--- src/rtl/rob_commit_pkg.sv ---
// Shared types and constants for the in-order retirement buffer and the
// functional units that report results into it.
package rob_commit_pkg;

    localparam int XLEN         = 64;
    localparam int PREG_ID_BITS = 6;
    localparam int AREG_ID_BITS = 5;
    localparam int ROBSIZE      = 16;
    localparam int ID_BITS      = $clog2(ROBSIZE);

    typedef logic [ID_BITS-1:0]      rob_id_t;
    typedef logic [PREG_ID_BITS-1:0] preg_t;
    typedef logic [AREG_ID_BITS-1:0] areg_t;
    typedef logic [XLEN-1:0]         xdata_t;

    // One buffer slot as seen by rename, writeback and commit.
    typedef struct packed {
        logic    valid;
        logic    done;
        areg_t   rd;
        logic    rd_valid;
        preg_t   prd;
        xdata_t  data;
    } rob_entry_t;

    // Result bundle produced by a functional unit.
    typedef struct packed {
        rob_id_t id;
        xdata_t  data;
    } wb_t;

    // x0 is hard-wired zero, so retiring into it never touches the ARF.
    function automatic logic arf_writes(input logic rd_valid, input areg_t rd);
        return rd_valid && (rd != '0);
    endfunction

endpackage

--- src/rtl/rob_ptr.sv ---
// Wrapping pointer with increment enable and synchronous clear. The pointer
// is a power-of-two width so it rolls over to zero without extra logic.
module rob_ptr #(
    parameter int W = 4
) (
    input  logic         clk,
    input  logic         rstn,
    input  logic         clr,
    input  logic         inc,
    output logic [W-1:0] ptr
);

    logic [W-1:0] ptr_reg;

    // Pointer register: clear wins over increment.
    always_ff @(posedge clk or negedge rstn) begin
        if (!rstn) begin
            ptr_reg <= '0;
        end else if (clr) begin
            ptr_reg <= '0;
        end else if (inc) begin
            ptr_reg <= ptr_reg + W'(1);
        end
    end

    assign ptr = ptr_reg;

endmodule

--- src/rtl/rob_commit.sv ---
// In-order retirement buffer. Rename allocates ids at the tail, functional
// units deliver results by id (forwarded to the PRF and scoreboard one cycle
// later), and the head retires in program order into the ARF.
module rob_commit
    import rob_commit_pkg::*;
(
    input  logic                         clk,
    input  logic                         rstn,
    input  logic                         flush_i,
    // rename / allocation
    input  logic                         alloc_valid_i,
    output logic                         alloc_ready_o,
    input  logic [AREG_ID_BITS-1:0]      alloc_rd_i,
    input  logic                         alloc_rd_valid_i,
    input  logic [PREG_ID_BITS-1:0]      alloc_prd_i,
    output logic [ID_BITS-1:0]           alloc_id_o,
    // functional-unit writeback
    input  logic                         wb_valid_i,
    output logic                         wb_ready_o,
    input  logic [ID_BITS-1:0]           wb_id_i,
    input  logic [XLEN-1:0]              wb_data_i,
    // physical register file write port
    output logic                         prf_we_o,
    output logic [PREG_ID_BITS-1:0]      prf_waddr_o,
    output logic [XLEN-1:0]              prf_wdata_o,
    // scoreboard ports: [0] sets on writeback, [1] clears on allocation
    output logic [1:0]                   sb_we_o,
    output logic [1:0][PREG_ID_BITS-1:0] sb_waddr_o,
    output logic [1:0]                   sb_wdata_o,
    // architectural register file commit port
    output logic                         arf_we_o,
    output logic [AREG_ID_BITS-1:0]      arf_waddr_o,
    output logic [XLEN-1:0]              arf_wdata_o,
    // retirement notification
    output logic                         commit_valid_o,
    output logic [ID_BITS-1:0]           commit_id_o,
    output logic                         empty_o
);

    localparam logic [ID_BITS:0] FULL_COUNT = (ID_BITS+1)'(ROBSIZE);

    rob_id_t          head;
    rob_id_t          tail;
    logic [ID_BITS:0] count_reg;
    logic [ID_BITS:0] count_next;

    logic [ROBSIZE-1:0] entry_valid;
    logic [ROBSIZE-1:0] entry_done;

    // Payload storage; only the valid/done flags need a reset.
    areg_t  rd_mem       [ROBSIZE];
    logic   rd_valid_mem [ROBSIZE];
    preg_t  prd_mem      [ROBSIZE];
    xdata_t data_mem     [ROBSIZE];

    wb_t        wb;
    rob_entry_t alloc_entry;

    logic alloc_ready;
    logic alloc_fire;
    logic wb_fire;
    logic wb_ok;
    logic commit_fire;

    logic   prf_we_reg;
    preg_t  prf_waddr_reg;
    xdata_t prf_wdata_reg;

    assign wb.id   = wb_id_i;
    assign wb.data = wb_data_i;

    // Fresh slot image written at the tail on allocation.
    always_comb begin
        alloc_entry          = '0;
        alloc_entry.valid    = 1'b1;
        alloc_entry.done     = 1'b0;
        alloc_entry.rd       = alloc_rd_i;
        alloc_entry.rd_valid = alloc_rd_valid_i;
        alloc_entry.prd      = alloc_prd_i;
        alloc_entry.data     = '0;
    end

    // Fullness is judged on the registered count, so a same-cycle commit
    // never frees a slot for allocation until the following cycle.
    assign alloc_ready = (count_reg != FULL_COUNT) && !flush_i;
    assign alloc_fire  = alloc_valid_i && alloc_ready;

    // Results aimed at dead or already-completed slots are dropped.
    assign wb_fire = wb_valid_i && !flush_i;
    assign wb_ok   = wb_fire && entry_valid[wb.id] && !entry_done[wb.id];

    // done is registered, so a result only becomes retireable a cycle later.
    assign commit_fire = !flush_i && (count_reg != '0) &&
                         entry_valid[head] && entry_done[head];

    rob_ptr #(.W(ID_BITS)) u_head (
        .clk  (clk),
        .rstn (rstn),
        .clr  (flush_i),
        .inc  (commit_fire),
        .ptr  (head)
    );

    rob_ptr #(.W(ID_BITS)) u_tail (
        .clk  (clk),
        .rstn (rstn),
        .clr  (flush_i),
        .inc  (alloc_fire),
        .ptr  (tail)
    );

    // Occupancy: a simultaneous allocate and retire leaves it unchanged.
    always_comb begin
        count_next = count_reg
                   + {{ID_BITS{1'b0}}, alloc_fire}
                   - {{ID_BITS{1'b0}}, commit_fire};
    end

    // Occupancy register.
    always_ff @(posedge clk or negedge rstn) begin
        if (!rstn) begin
            count_reg <= '0;
        end else if (flush_i) begin
            count_reg <= '0;
        end else begin
            count_reg <= count_next;
        end
    end

    genvar gi;
    generate
        for (gi = 0; gi < ROBSIZE; gi++) begin : g_entry
            logic valid_reg;
            logic done_reg;

            // Per-slot lifecycle: allocate -> result done -> retire.
            always_ff @(posedge clk or negedge rstn) begin
                if (!rstn) begin
                    valid_reg <= 1'b0;
                    done_reg  <= 1'b0;
                end else if (flush_i) begin
                    valid_reg <= 1'b0;
                    done_reg  <= 1'b0;
                end else if (alloc_fire && (tail == rob_id_t'(gi))) begin
                    valid_reg <= alloc_entry.valid;
                    done_reg  <= alloc_entry.done;
                end else if (commit_fire && (head == rob_id_t'(gi))) begin
                    valid_reg <= 1'b0;
                    done_reg  <= 1'b0;
                end else if (wb_ok && (wb.id == rob_id_t'(gi))) begin
                    done_reg  <= 1'b1;
                end
            end

            assign entry_valid[gi] = valid_reg;
            assign entry_done[gi]  = done_reg;
        end
    endgenerate

    // Payload writes: rename fields at allocation, result data at writeback.
    // The two never target the same slot because the tail slot is not live.
    always_ff @(posedge clk) begin
        if (alloc_fire) begin
            rd_mem[tail]       <= alloc_entry.rd;
            rd_valid_mem[tail] <= alloc_entry.rd_valid;
            prd_mem[tail]      <= alloc_entry.prd;
            data_mem[tail]     <= alloc_entry.data;
        end
        if (wb_ok) begin
            data_mem[wb.id] <= wb.data;
        end
    end

    // Registered PRF/scoreboard update; flush does not cancel it, reset does.
    always_ff @(posedge clk or negedge rstn) begin
        if (!rstn) begin
            prf_we_reg    <= 1'b0;
            prf_waddr_reg <= '0;
            prf_wdata_reg <= '0;
        end else begin
            prf_we_reg    <= wb_ok;
            prf_waddr_reg <= wb_ok ? prd_mem[wb.id] : '0;
            prf_wdata_reg <= wb_ok ? wb.data : '0;
        end
    end

    assign prf_we_o    = prf_we_reg;
    assign prf_waddr_o = prf_waddr_reg;
    assign prf_wdata_o = prf_wdata_reg;

    // Scoreboard: set port follows the PRF write, clear port follows rename.
    always_comb begin
        sb_we_o       = '0;
        sb_waddr_o    = '0;
        sb_wdata_o    = '0;
        sb_we_o[0]    = prf_we_reg;
        sb_waddr_o[0] = prf_waddr_reg;
        sb_wdata_o[0] = prf_we_reg;
        sb_we_o[1]    = alloc_fire && alloc_rd_valid_i;
        sb_waddr_o[1] = alloc_fire ? alloc_prd_i : '0;
        sb_wdata_o[1] = 1'b0;
    end

    // Retirement from the head; data outputs held at zero when idle.
    always_comb begin
        commit_valid_o = commit_fire;
        commit_id_o    = '0;
        arf_we_o       = 1'b0;
        arf_waddr_o    = '0;
        arf_wdata_o    = '0;
        if (commit_fire) begin
            commit_id_o = head;
            arf_we_o    = arf_writes(rd_valid_mem[head], rd_mem[head]);
            arf_waddr_o = rd_mem[head];
            arf_wdata_o = data_mem[head];
        end
    end

    assign alloc_ready_o = alloc_ready;
    assign alloc_id_o    = tail;
    assign wb_ready_o    = !flush_i;
    assign empty_o       = (count_reg == '0);

`ifndef SYNTHESIS
    // Flag results that target a slot which cannot accept them.
    always @(posedge clk) begin
        if (rstn && wb_fire && !wb_ok) begin
            $warning("rob_commit: writeback to id %0d dropped (slot not live or already done)", wb.id);
        end
    end
`endif

endmodule

--- config.mk ---
export PLATFORM = sky130hd
export DESIGN_NAME = rob_commit
export DESIGN_NICKNAME = d
export VERILOG_FILES = /design/src/rtl/rob_commit_pkg.sv /design/src/rtl/rob_ptr.sv /design/src/rtl/rob_commit.sv
export SDC_FILE = /design/constraint.sdc
export NUM_CORES = 2
export LEC_CHECK = 0
export BUFFER_PORTS_ARGS = -buffer_cell sky130_fd_sc_hd__buf_2
export CAP_MARGIN = 20
export CORE_MARGIN = 2
export CORE_UTILIZATION = 25
export CTS_CLUSTER_SIZE = 24
export DETAILED_ROUTE_END_ITERATION = 10
export PLACE_DENSITY = 0.37
export SLEW_MARGIN = 20
export SYNTH_ARGS = -nofsm -noshare
export SYNTH_HDL_FRONTEND = slang
export SYNTH_SLANG_ARGS = --single-unit
--- constraint.sdc ---
create_clock -name clk -period 14.3 [get_ports clk]
set_input_delay 0 -clock clk [delete_from_list [all_inputs] [get_ports clk]]
set_output_delay 0 -clock clk [all_outputs]
set_load 0.05 [all_outputs]
* After elaboration in Yosys (flattened, before gate mapping)
Memories as Yosys holds them, arrays and structs flattened. Index checks and enable logic that the tools add are counted.
Word-level totals: bits in registers 116, bits in writable memories 1216, input port bits 85, output and inout bits 169, logic and storage cells 330, memories 4
Memories:
- data_mem | depth 16, bits a word 64, read ports 1, clocked after Yosys merged registers in 0, wr ports 2, line rob_commit.sv:54 | xdata_t data_mem [ROBSIZE];
- prd_mem | depth 16, bits a word 6, read ports 1, clocked after Yosys merged registers in 0, wr ports 1, line rob_commit.sv:53 | preg_t prd_mem [ROBSIZE];
- rd_mem | depth 16, bits a word 5, read ports 1, clocked after Yosys merged registers in 0, wr ports 1, line rob_commit.sv:51 | areg_t rd_mem [ROBSIZE];
- rd_valid_mem | depth 16, bits a word 1, read ports 1, clocked after Yosys merged registers in 0, wr ports 1, line rob_commit.sv:52 | logic rd_valid_mem [ROBSIZE];
Cells by class: add/subtract/negate cells 4, $lt $le $gt $ge 2, eq/ne operators 46, multiplexer cells 136, reductions and logical operators 100
Operator list (count):
- 2-to-1 mux 64 bit | 2
- 2-to-1 mux 1 bit | 121
- == test 4 bit (second input constant) | 24
- nonzero test 4 bit | 16
- logical AND 1 bit | 58
- == test 4 x 3 -> 1 bit (second input constant) | 12
- nonzero test 3 bit | 16
- == test 4 x 2 -> 1 bit (second input constant) | 6
- 2-to-1 mux 4 bit | 5
- binary-select mux 1 bit (select 4 bit) | 4
- == test 4 x 1 -> 1 bit (second input constant) | 3
- logical NOT 4 bit | 3
- 2-to-1 mux 6 bit | 2
- < comparator 4 x 5 -> 1 bit (second input constant) | 2
- 2-to-1 mux 5 bit | 2
- nonzero test 5 bit | 2
- adder 4 x 1 -> 4 bit (second input constant) | 2
- adder 5 x 1 -> 5 bit | 1
- logical NOT 5 bit | 1
- inequality test 5 bit (second input constant) | 1
- subtractor 5 x 1 -> 5 bit | 1
- nonzero test 2 bit | 2
- logical NOT 1 bit | 2

* Longest topological paths before layout
depth after elaboration 9, mapped depth 18, mapped depth without buffers 17

* Modules after synthesis
From an unflattened synthesis, not the netlist that was laid out.
Unflattened totals: cells, all modules 3448, area total of the unflattened synthesis 58501.1 µm²
Modules (own cells, without submodules):
- rob_commit | instances 1, cells each 3416, area each 58115.7 µm², seq. area each 39217.6 µm²
- rob_ptr | instances 2, cells each 16, area each 192.7 µm², seq. area each 100.1 µm²

* Worst setup path after synthesis
Ideal clock, no wire load.
path type register to register, from reg g_entry[8].valid_reg, to mem data_mem[10][0] (netlist bit), enable pin, setup time 574 ps, arrival 5258 ps, required time 13726 ps, slack 8467 ps, stages on the path, launching flop included 5, path buffers 0, clock period less this slack 5833 ps, cell sequence dfrtp_1 > inv_1 > o32ai_2 > nand2_1 > o21ai_0
RTL lines:
- start, declared | line rob_commit.sv:133 | logic valid_reg;
- start signal, assigned | line rob_commit.sv:145 | valid_reg <= alloc_entry.valid;
- end, declared | line rob_commit.sv:54

* Worst setup path in the final report
from reg u_head.ptr_reg[0] (netlist: u_head.ptr[0]), to out arf_wdata_o[5]
On the way: longest elaborated chain between the ends 5, elaborated cells on any way between the ends 8, those cells by class 5 x mux; 2 x reduce/logical; 1 x memory
RTL lines:
- start, declared | line rob_ptr.sv:13 | logic [W-1:0] ptr_reg;
- start signal, assigned | line rob_ptr.sv:22 | ptr_reg <= ptr_reg + W'(1);
- binary-select mux 1 bit (select 4 bit) | line rob_commit.sv:94 | entry_valid[head] && entry_done[head];
- 2-to-1 mux 1 bit (not written as such) | line rob_commit.sv:94
- logical AND 1 bit | line rob_commit.sv:93 | assign commit_fire = !flush_i && (count_reg != '0) &&
- logical AND 1 bit | line rob_commit.sv:94
- 2-to-1 mux 64 bit * | line rob_commit.sv:211 | if (commit_fire) begin
- end, declared | line rob_commit.sv:33 | output logic [XLEN-1:0] arf_wdata_o,
Mark *: on every way between the ends. The rest lies on a longest branch, timed or not. The select of a mux whose other input is x is not followed.

==> results_dict.tcl <==
set metrics [dict create \
    vias 31300 \
    cp-end-kind "primary output" \
    ir_drop_v 0.000119 \
    yosys_warnings 0 \
    clock_path_buffers 3 \
    clk_latency_ns 0.81 \
    die_x_um 488 \
    wire_per_inst_um 28.7 \
    largest_reg_flops 1024 \
    fmax_ghz 0.149 \
    tns_ns 0 \
    grt_max_degree 124 \
    synth_fp_nets 3577 \
    antenna_found_initial 35 \
    hold_viol 0 \
    largest-register "data_mem" \
    power.density_nw_per_um2 126 \
    grt_first_pass_wirelength_um 283000 \
    detail-route-antenna-nets 0 \
    finClkSkew_ns 0.0353 \
    final_cell_mix "edfxtp_1, and2_1, mux4_2" \
    hold_class "in -> reg" \
    period_needed_ns 6.70 \
    setup_violations 0 \
    ys_types 59 \
    fp.dieH_um 488 \
    vias_per_cell 4.44 \
    critical_path_required_ns 14.30 \
    p_leak_nw 23.3 \
    start_kind "register" \
    drc 0 \
    crit_fanout 44 \
    syn_area_um2 58700 \
    first_pass_iters 5 \
    final_common_cell "edfxtp_1" \
    cts.clk_slew.worst_paths_ns 0.06 \
    portBuffers 252 \
    placed_cells 6637 \
    cts_setup_buffers 0 \
    wirelength_um 203000 \
    syn_avg_cell_area_um2 16.9 \
    dieArea_um2 239000 \
    worst-setup-path-type "reg -> out" \
    area_delta_synth_final_pct 18.4 \
    place.gp.congestion 0.710 \
    cts_buffers 164 \
    start_util 0.252 \
    htreeDepth 4 \
    synth_top_flop_cell "edfxtp_1" \
    synth_edf_count 1216 \
    layout-drive-gt1-share 0.258 \
    syn_inst 3477 \
    tightest_slew_ns 1.13 \
    max-slew-margin-rel 0.245 \
    grt-ovfl-total 0 \
    row_count 177 \
    cp.arrival_ns 6.70 \
    cap_violations 0 \
    status "completed" \
    core-area_um2 233000 \
    reg_top3 "data_mem (1024), prd_mem (96), rd_mem (80)" \
    ys_seq_area_frac 0.672 \
    grt.total_usage 0.171 \
    drv_slew 0 \
    first_global_vias 33800 \
    post_cts_resized 0 \
    finalPower_mw 8.78 \
    nets 3857 \
    clock_sinks 1332 \
    finalCritPeriodShare 0.468 \
    root_buffer "clkbuf_16" \
    cts_tree "yes" \
    boundaryPins 254 \
    first_iter_violations 2950 \
    fin_cells 7053 \
    ys_ff_latch 1332 \
    async_reset_ff_frac 0.0871 \
    dp_hpwl_um 105000 \
    rsz0062_at_grt "false" \
]
cells by family after synthesis:
kind of cell / count (synthesis) / synth area share
compound gates: 76 / 0.0100
xor+xnor: 5 / 0.000747
fa+ha+maj: 15 / 0.00333
buf+inv: 332 / 0.0262
flops: 1332 / 0.672
mux: 395 / 0.149
other cells: 1 / 0.0000639
simple gates: 1321 / 0.139
layout make-up:
cell class | instances | area (um^2)
fill | 23000 | 164000
multi-input combinational | 1813 | 17900
clock buffer | 223 | 4520
sequential | 1332 | 39400
antenna | 32 | 80.1
tap | 3132 | 3920
inverter | 28 | 113
timing repair buffer | 418 | 2820
clock inverter | 75 | 714
critical path, stage by stage (launching register included):
cell and delay [ns]:
dfrtp_4 0.85, buf_4 0.75, buf_4 0.79, buf_4 0.75, buf_4 0.87, mux4_2 0.63
mux4_2 0.59, and2_1 0.21, buf_2 0.21
routing by layer:
layer,track usage,share of wire,up-vias
met5,0,0.000084,-
met4,0.0426,0.021,4
met3,0.0254,0.047,221
met2,0.278,0.48,841
met1,0.238,0.46,16700
li1,-,-,13600
final timing paths:
check                                  endpoint            startpoint  cells past startpoint  slack (ns)
max                              arf_wdata_o[5]         u_head.ptr[0]                      8        7.60
min                               rd_mem[12][0]         alloc_rd_i[0]                      2        0.13
max reg2reg                        count_reg[4]         u_head.ptr[1]                     17        9.10
min reg2reg                g_entry[3].valid_reg  g_entry[3].valid_reg                      1        0.52
max in group asynchronous         u_head.ptr[3]                  rstn                      4       13.04
min in group asynchronous       prf_wdata_o[38]                  rstn                      4        0.31
report_power, final:
group          leakage, nW  internal, mW  total, mW  switching [mW]
sequential            12.3          4.27       4.28          0.0185
combinational         8.48         0.113      0.366           0.253
clock                 2.55          2.41       4.13            1.72
what timing repair did:
action,CTS,global route
hold buffers,84,0
hold endpoints to repair,1433,0
setup endpoints to repair,0,0
synthesized netlist by cell type, drive strengths merged (12+ instances only):
cell | count | share of area
or2 | 17 | 0.0018
mux2i | 12 | 0.0023
nor2 | 42 | 0.0027
dfrtp | 116 | 0.049
nand2 | 29 | 0.0019
and2 | 1119 | 0.12
mux4 | 382 | 0.15
clkbuf | 198 | 0.013
edfxtp | 1216 | 0.62
buf | 106 | 0.012
ha | 14 | 0.0030
inv | 28 | 0.0018
o21ai | 13 | 0.0012
and3 | 69 | 0.0074
metrics by stage:
step,setup slack [ns],cell area (um^2),util,hold WS [ns]
finish,7.60,69500,0.298,0.127
global route,6.99,69400,0.298,0.114
CTS,7.22,69300,0.298,0.0577
detailed placement,8.14,63300,0.271,-0.106
global placement,8.17,63200,0.271,-0.105
floorplan,8.47,58700,-,-0.296
Power figures use the tool's default switching activity.
